[src/rtl/fact_accel_pkg.sv]
`default_nettype none
// ============================================================================
// Module   : fact_pkg
// Purpose  : Shared definitions for the factorial accelerator: FSM state
//            enum, register-map word offsets and STATUS bit positions.
// Ports    : none (package)
// Revision : 1.0 - initial release
// ============================================================================
package fact_pkg;

  typedef enum logic [0:0] {
    IDLE = 1'b0,
    CALC = 1'b1
  } state_e;

  // Word offsets (byte address bits [3:2])
  localparam logic [1:0] ADDR_N      = 2'd0;
  localparam logic [1:0] ADDR_GO     = 2'd1;
  localparam logic [1:0] ADDR_STATUS = 2'd2;
  localparam logic [1:0] ADDR_RESULT = 2'd3;

  // STATUS register bit positions
  localparam int DONE_B = 0;
  localparam int ERR_B  = 1;
  localparam int BUSY_B = 2;

endpackage
`default_nettype wire

[src/rtl/fact_accel_if.sv]
`default_nettype none
// ============================================================================
// Module   : fact_accel_if
// Purpose  : Data-memory bus slice seen by the factorial accelerator.
// Signals  : we  - decoder-qualified write strobe
//            a   - word offset (byte addr[3:2])
//            wd  - write data
//            rd  - read data, combinational from a
// Modports : master (CPU/decoder side), slave (accelerator side)
// Revision : 1.0 - initial release
// ============================================================================
interface fact_accel_if #(
  parameter int WIDTH = 32
);
  logic             we;
  logic [1:0]       a;
  logic [WIDTH-1:0] wd;
  logic [WIDTH-1:0] rd;

  modport master (output we, output a, output wd, input  rd);
  modport slave  (input  we, input  a, input  wd, output rd);
endinterface
`default_nettype wire

[src/rtl/fact_accel_dp.sv]
`default_nettype none
// ============================================================================
// Module   : fact_dp
// Purpose  : Factorial datapath: down-counter cnt, running product prod and
//            the cnt > 1 compare that tells the FSM when to stop.
// Ports    : clk, rst   - clock, synchronous active-high reset
//            load       - capture n into cnt and set prod to 1
//            step       - prod <= prod*cnt (truncated), cnt <= cnt-1
//            n          - operand captured on load
//            prod       - running product
//            cnt_gt1    - cnt > 1
// Revision : 1.0 - initial release
// ============================================================================
module fact_dp #(
  parameter int WIDTH  = 32,
  parameter int N_BITS = 4
) (
  input  logic              clk,
  input  logic              rst,
  input  logic              load,
  input  logic              step,
  input  logic [N_BITS-1:0] n,
  output logic [WIDTH-1:0]  prod,
  output logic              cnt_gt1
);

  logic [N_BITS-1:0] cnt;
  logic [WIDTH-1:0]  mul;

  // Unsigned WIDTH x N_BITS multiply, kept to WIDTH bits
  assign mul     = prod * WIDTH'(cnt);
  assign cnt_gt1 = (cnt > N_BITS'(1));

  always_ff @(posedge clk) begin
    if (rst) begin
      cnt  <= '0;
      prod <= '0;
    end else if (load) begin
      cnt  <= n;
      prod <= WIDTH'(1);
    end else if (step) begin
      cnt  <= cnt - N_BITS'(1);
      prod <= mul;
    end
  end

endmodule
`default_nettype wire

[src/rtl/fact_accel.sv]
`default_nettype none
// ============================================================================
// Module   : fact_accel
// Purpose  : Memory-mapped iterative factorial accelerator (one multiply per
//            clock). Software writes N, pulses GO, polls STATUS, reads RESULT.
// Ports    : clk  - clock, rising edge
//            rst  - synchronous active-high reset
//            bus  - fact_accel_if.slave (we, a, wd in; rd out)
//            irq  - completion pulse, only when FACT_IRQ_EN is defined
// Macro    : FACT_IRQ_EN - adds the irq output and its pulse logic
// Revision : 1.0 - initial release
// ============================================================================
module fact_accel
  import fact_pkg::*;
#(
  parameter int WIDTH  = 32,
  parameter int N_BITS = 4,
  parameter int MAX_N  = 12
) (
  input  logic         clk,
  input  logic         rst,
  fact_accel_if.slave  bus
`ifdef FACT_IRQ_EN
  ,
  output logic         irq
`endif
);

  localparam logic [0:0] ST_IDLE = IDLE;
  localparam logic [0:0] ST_CALC = CALC;

  logic [0:0]        state;
  logic [N_BITS-1:0] n_reg;
  logic              busy;
  logic              err;
  logic              done;
  logic [WIDTH-1:0]  result;

  logic              go_wr;
  logic              n_wr;
  logic              n_too_big;
  logic              load;
  logic              step;
  logic              done_set;
  logic [WIDTH-1:0]  prod;
  logic              cnt_gt1;

  assign go_wr     = bus.we && (bus.a == ADDR_GO) && bus.wd[0];
  assign n_wr      = bus.we && (bus.a == ADDR_N);
  assign n_too_big = (32'(n_reg) > 32'(MAX_N));

  assign load      = (state == ST_IDLE) && go_wr && !n_too_big;
  assign step      = (state == ST_CALC) && cnt_gt1;
  // Every edge that sets done: an ERR rejection or a normal finish
  assign done_set  = ((state == ST_IDLE) && go_wr && n_too_big) ||
                     ((state == ST_CALC) && !cnt_gt1);

  fact_dp #(
    .WIDTH  (WIDTH),
    .N_BITS (N_BITS)
  ) u_dp (
    .clk     (clk),
    .rst     (rst),
    .load    (load),
    .step    (step),
    .n       (n_reg),
    .prod    (prod),
    .cnt_gt1 (cnt_gt1)
  );

  always_ff @(posedge clk) begin
    if (rst) begin
      state  <= ST_IDLE;
      n_reg  <= '0;
      busy   <= 1'b0;
      err    <= 1'b0;
      done   <= 1'b0;
      result <= '0;
    end else begin
      // N stays writable while busy; the datapath already holds its copy
      if (n_wr) begin
        n_reg <= bus.wd[N_BITS-1:0];
      end
      case (state)
        ST_IDLE: begin
          if (go_wr) begin
            if (n_too_big) begin
              err    <= 1'b1;
              done   <= 1'b1;
              result <= '0;
            end else begin
              busy  <= 1'b1;
              done  <= 1'b0;
              err   <= 1'b0;
              state <= ST_CALC;
            end
          end
        end
        ST_CALC: begin
          if (!cnt_gt1) begin
            result <= prod;
            done   <= 1'b1;
            busy   <= 1'b0;
            state  <= ST_IDLE;
          end
        end
        default: state <= ST_IDLE;
      endcase
    end
  end

  // Read mux; GO reads back as zero
  always_comb begin
    bus.rd = '0;
    case (bus.a)
      ADDR_N:      bus.rd = WIDTH'(n_reg);
      ADDR_STATUS: begin
        bus.rd[DONE_B] = done;
        bus.rd[ERR_B]  = err;
        bus.rd[BUSY_B] = busy;
      end
      ADDR_RESULT: bus.rd = result;
      default:     bus.rd = '0;
    endcase
  end

`ifdef FACT_IRQ_EN
  // done is high after the done_set edge; irq fires on the following edge
  logic done_evt;

  always_ff @(posedge clk) begin
    if (rst) begin
      done_evt <= 1'b0;
      irq      <= 1'b0;
    end else begin
      done_evt <= done_set;
      irq      <= done_evt;
    end
  end
`endif

endmodule
`default_nettype wire

[src/flat_wrapper.sv]
// flat-port wrapper written by rule: the top's interface ports become plain ports
module fact_accel_flat import fact_pkg::*;
#(
  parameter int WIDTH  = 32,
  parameter int N_BITS = 4,
  parameter int MAX_N  = 12
)
  (clk, rst, bus_we, bus_a, bus_wd, bus_rd);
  fact_accel_if #(.WIDTH(WIDTH)) bus_i ();
  input  logic clk;
  input  logic rst;
  input wire logic [$bits(bus_i.we)-1:0] bus_we;
  input wire logic [$bits(bus_i.a)-1:0] bus_a;
  input wire logic [$bits(bus_i.wd)-1:0] bus_wd;
  output wire logic [$bits(bus_i.rd)-1:0] bus_rd;
  assign bus_i.we = bus_we;
  assign bus_i.a = bus_a;
  assign bus_i.wd = bus_wd;
  assign bus_rd = bus_i.rd;
  fact_accel #(.WIDTH(WIDTH), .N_BITS(N_BITS), .MAX_N(MAX_N)) u_core (.clk(clk), .rst(rst), .bus(bus_i));
endmodule
[config.mk]
export PLATFORM = sky130hd
export DESIGN_NAME = fact_accel_flat
export DESIGN_NICKNAME = d
export VERILOG_FILES = /design/src/rtl/fact_accel_pkg.sv /design/src/rtl/fact_accel_if.sv /design/src/rtl/fact_accel_dp.sv /design/src/rtl/fact_accel.sv /design/src/flat_wrapper.sv
export SDC_FILE = /design/constraint.sdc
export NUM_CORES = 1
export LEC_CHECK = 0
export BUFFER_PORTS_ARGS = -buffer_cell sky130_fd_sc_hd__buf_4
export CAP_MARGIN = 20
export CORE_MARGIN = 4
export CORE_UTILIZATION = 54
export CTS_CLUSTER_DIAMETER = 120
export CTS_CLUSTER_SIZE = 10
export DETAILED_ROUTE_END_ITERATION = 10
export PLACE_DENSITY = 0.74
export SYNTH_ARGS = -nofsm -noshare
export SYNTH_HDL_FRONTEND = slang
export SYNTH_HIERARCHICAL = 1
export SYNTH_SLANG_ARGS = --single-unit
[constraint.sdc]
create_clock -name clk -period 5.3 [get_ports clk]
set_input_delay 0.53 -clock clk [delete_from_list [all_inputs] [get_ports clk]]
set_output_delay 0.53 -clock clk [all_outputs]
set_load 0.02 [all_outputs]
======== After elaboration in Yosys (flattened, before gate mapping) ========
Cells that the tools add are included.
storage, ports and cells
  bits in registers ....................... 76
  bits of input ports ..................... 37
  output and inout port bits .............. 32
operators by class
  add/sub/neg operators ................... 1
  multiply operators ...................... 1
  order comparisons ....................... 2
  eq/ne operators ......................... 7
  muxes and demuxes ....................... 22
  bitwise logic cells ..................... 1
  reduce and logical (&&, ||, !) cells .... 14
operator list
  cell                                                                              number
  32-bit two-way mux                                                                3
  32-bit one-hot mux with 2 select lines                                            1
  29-bit one-hot mux with 2 select lines                                            1
  32-bit by 4-bit multiplier with 32-bit output                                     1
  1-bit two-way mux                                                                 11
  3-bit one-hot mux with 3 select lines                                             1
  4-bit two-way mux                                                                 2
  1-bit logical AND                                                                 6
  1-bit one-hot mux with 2 select lines                                             3
  3-bit AND reduction                                                               2
  2-bit equality test (second input constant)                                       2
  4-bit by 1-bit greater-than comparator with 1-bit output (second input constant)  1
  4-bit greater-than comparator (second input constant)                             1
  2-bit by 1-bit != test with 1-bit output (second input constant)                  2
  2-bit != test (second input constant)                                             2
  2-bit AND reduction                                                               2
  4-bit by 1-bit subtractor with 4-bit output (second input constant)               1
  2-bit by 1-bit equality test with 1-bit output (second input constant)            1
  2-bit zero test                                                                   1
  2-bit nonzero test                                                                1
  2-bit OR reduction                                                                1
  1-bit zero test                                                                   1
  1-bit NOT                                                                         1

======== Logic depth before layout (Yosys ltp) ========
  word-level depth ........................ 6
  gate-level depth with buffers ........... 17

======== Hierarchy ========
Netlist, hierarchy kept.
modules (own cells, without submodules)
  module      times used  cells an instance  area an instance (µm²)
  fact_dp     1           658                5165.0
  fact_accel  1           156                1655.3

======== Least setup slack after synthesis ========
Ideal clock, no wire load.
  kind .................................... register to register
  start point ............................. reg u_core.u_dp.cnt[3]
  end point ............................... reg u_core.u_dp.prod[28]
  arrival time ............................ 3.855 ns
  slack ................................... 1.322 ns
  cell stages (with the launch flop) ...... 18
  buffers on the path ..................... 3
  path through ............................ dfxtp_1 clkbuf_1 clkbuf_1 and2_1 fa_1 inv_1 fa_1 inv_1 ha_1 buf_6 a21o_1 o21bai_1 a32o_2 a2111oi_4 a21oi_2 a221oi_2 xor2_1 o21ai_1
on the way
  longest elaborated chain between the ends .. 2
RTL lines
  item                                                                                   line                 text
  from (decl)                                                                            fact_accel_dp.sv:27  logic [N_BITS-1:0] cnt;
  from (signal assigned)                                                                 fact_accel_dp.sv:39  cnt <= n;
  from (signal assigned)                                                                 fact_accel_dp.sv:42  cnt <= cnt - N_BITS'(1);
  branches (longest 2 deep; another with 32-bit by 4-bit multiplier with 32-bit output)  --
  to (signal assigned)                                                                   fact_accel_dp.sv:43  prod <= mul;
  to (decl)                                                                              fact_accel_dp.sv:23  output logic [WIDTH-1:0] prod,
Several ways; the timed one is not identified.
A chain may end at the register's enable or synchronous reset.

======== Final worst setup path ========
  start point ............................. reg u_core.u_dp.cnt[2]
  end point ............................... reg u_core.u_dp.prod[28]
The elaborated chain is that of the path after synthesis.

==> impl_metrics.py <==
metrics = {
    "timing": {
        "finClkSkew_ps": 11.53,
        "fin_crit_ps": 4460,
        "hold_viol_final": 0,
        "maxSlewHeadroom_pct": 41.65,
        "fmax_mhz": 224.2,
        "tns_ps": 0,
        "worst_pin_slew_ps": 873.2,
        "rsz0062_at_grt": "false",
        "slew_violations": 0,
        "layout_worst_path_cycle_share_pct": 84.15,
        "setup_viol": 0,
    },
    "layout": {
        "drive_gt1_share_pct": 12.19,
        "layoutNonFillerInstCount": 1005,
        "reg_top3": "u_core/result (32), u_core/u_dp/prod (32)",
        "multiInputGateArea_mm2": 0.004687,
        "layout_common_cells": "and2_1 (116), inv_1 (116), dfxtp_1 (76), nand2_1 (75), fa_1 (57)",
        "nets": 964,
        "final_util_pct": 62.05,
        "area.sequential_mm2": 0.001521,
        "fillers": 1088,
        "final_cell_area_mm2": 0.007577,
        "diodes": 0,
        "area_growth_pct": 11.10,
    },
    "routing": {
        "via_per_inst": 5.565,
        "highest_layer": "met4",
        "first_pass_iters": 5,
        "drc": 0,
        "wl_met3_um": 823,
        "drt-wirelength-per-cell_um": 15.77,
        "ant_nets": 0,
        "first_iter_violations": 267,
        "drt-met1-wl_um": 7226,
        "wl_met2_um": 7456,
        "wl_um": 15850,
        "vias": 5593,
    },
    "synth": {
        "ys.warnings.count": 6,
        "synth_fp_nets": 946,
        "syn_area_mm2": 0.006820,
        "yosysSeqAreaShare_pct": 22.31,
        "ys_seq_elements": 76,
        "ys.flop_type": "dfxtp_1",
        "postSynthAreaPerCell_um2": 8.379,
        "synth_top_area_cell": "dfxtp_1",
        "synthCells": 814,
        "ys_types": 58,
        "synth.top_cell.area_share_pct": 22.31,
        "ys_top_cells_by_area": "dfxtp_1 (22%), fa_1 (17%), and2_1 (11%), ha_1 (7.0%), inv_1 (6.4%)",
        "ys_async_sr_fraction_pct": 0,
        "synth_edf_count": 0,
    },
    "place": {
        "dp_hpwl_um": 11350,
        "gp_congestion": 0.8936,
        "place_area_mm2": 0.007199,
        "numPlacedInstances": 988,
        "portBuffers": 40,
    },
    "die": {
        "dieArea_mm2": 0.01449,
        "start_util_pct": 55.85,
        "boundaryPins": 69,
        "die_h_um": 120.4,
        "die_x_um": 120.4,
        "rows": 40,
        "fp.coreArea_mm2": 0.01221,
    },
    "setup_path": {
        "timing.rr.end": "u_core/u_dp/prod[28]",
        "path_class": "reg2reg",
        "arrival_ps": 4690,
        "reg2reg_depth": 15,
        "rrSetupSlack_ps": 840,
        "rr_startpoint": "u_core/u_dp/cnt[2]",
        "cp-start-kind": "register",
        "cp_max_fo": 18,
        "worstSetupEndpointType": "register",
        "crit_start": "u_core/u_dp/cnt[2]",
        "required_ps": 5530,
    },
    "clocking": {
        "cts.sinks": 76,
        "cts_resized": 0,
        "clk_path_buf_depth": 2,
        "clk_pin_slew_ps": 70,
        "cts_made_buffers": 9,
        "cts_max_level": 3,
        "postCtsSetupBuffers": 0,
        "ctsHoldBuffers": 0,
        "cts_tree": "yes",
        "worstSkewPairLatency_ps": 360,
        "cts-root-buf": "clkbuf_16",
    },
    "grt": {
        "antenna_found_initial": 0,
        "grt_max_degree": 33,
        "first_global_vias": 5621,
        "gr-usage-all-layers_pct": 22.82,
        "grt_remaining_overflow": 0,
        "grt_pass1_wl_um": 26920,
    },
    "min_path": {
        "min_path_type": "in2reg",
        "hold_end": "u_core/n_reg[3]",
        "hold_depth": 3,
        "hp-start": "bus_wd[3]",
    },
    "power_and_ir_drop": {
        "p_leak_nw": 3.511,
        "power_density_mw_per_mm2": 179.5,
        "vdd_drop_max_uv": 146.2,
        "power_mw": 1.360,
    },
    "run": {
        "cap_violations": 0,
    },
    "run_status": {
        "outcome": "complete, no violations",
    },
}
[cell type report]
class,instances,area share (%)
clock inverter,5,1.420
multi-input combinational,582,61.86
sequential,76,20.08
tap,168,2.774
inverter,116,5.746
timing repair buffer,47,4.921
clock buffer,11,3.203
[per-layer routing]
layer  vias to the layer above  GRT usage, %
met1                      2728         30.48
li1                       2696             -
met4                         0         8.357
met2                       139         36.88
met3                        30         4.397
met5                         -             0
[worst max path at each step]
stage | endpoint | slack [ps] | cells past startpoint
finish | u_core/u_dp/prod[28] | 840 | 15
global route | u_core/u_dp/prod[31] | 610 | 14
CTS | u_core/u_dp/prod[28] | 880 | 15
detailed placement | u_core/u_dp/prod[28] | 930 | 15
global placement | u_core/u_dp/prod[26] | 990 | 12
floorplan | u_core/u_dp/prod[28] | 1320 | 17
[synth_stat cells (all sizes together), types with 4 or more instances]
master / instances
a211oi: 8
a21o: 11
a21oi: 42
a22o: 32
a31oi: 6
and2: 116
buf: 8
clkbuf: 32
dfxtp: 76
fa: 57
ha: 38
inv: 116
mux2i: 17
nand2: 75
nand2b: 4
nand3: 11
nand4: 6
nor2: 47
nor3: 5
o211ai: 4
o21ai: 30
xnor2: 16
xor2: 14
[power by group]
part	leakage, nW	total, mW	internal, mW	switching, mW
combinational	2.73	0.0440	0.0140	0.0301
clock	0.170	0.740	0.476	0.264
sequential	0.612	0.576	0.573	0.00288
[cell families after synthesis]
family | Yosys count | synth area share [%]
AND/OR/NAND/NOR | 278 | 21.01
AO/OA/AOI/OAI | 162 | 17.56
buffers and inverters | 156 | 9.081
adder cells (fa/ha/maj) | 95 | 23.70
flip-flops | 76 | 22.31
XOR/XNOR | 30 | 3.852
multiplexers | 17 | 2.495
[metrics by stage]
stage / hold slack [ps] / setup slack [ps]
final: 441.1 / 840.2
after floorplan: 434.2 / 1322
after global routing: 465.4 / 607.7
after global placement: 451.3 / 985.5
after detailed placement: 450.8 / 929.5
after CTS: 427.2 / 875.8
[critical path, cell delays in order, from the launching register on]
cell       delay (ps)
dfxtp_1           750
buf_4             350
and2_1            190
fa_1              420
inv_1              90
fa_1              380
inv_1              90
ha_1              310
a21o_1            210
o21bai_1          170
a32o_2            290
a2111oi_4         330
a21oi_2           130
a221oi_2          310
xor2_1            210
o21ai_1            80
Power figures use the tool's default switching activity.
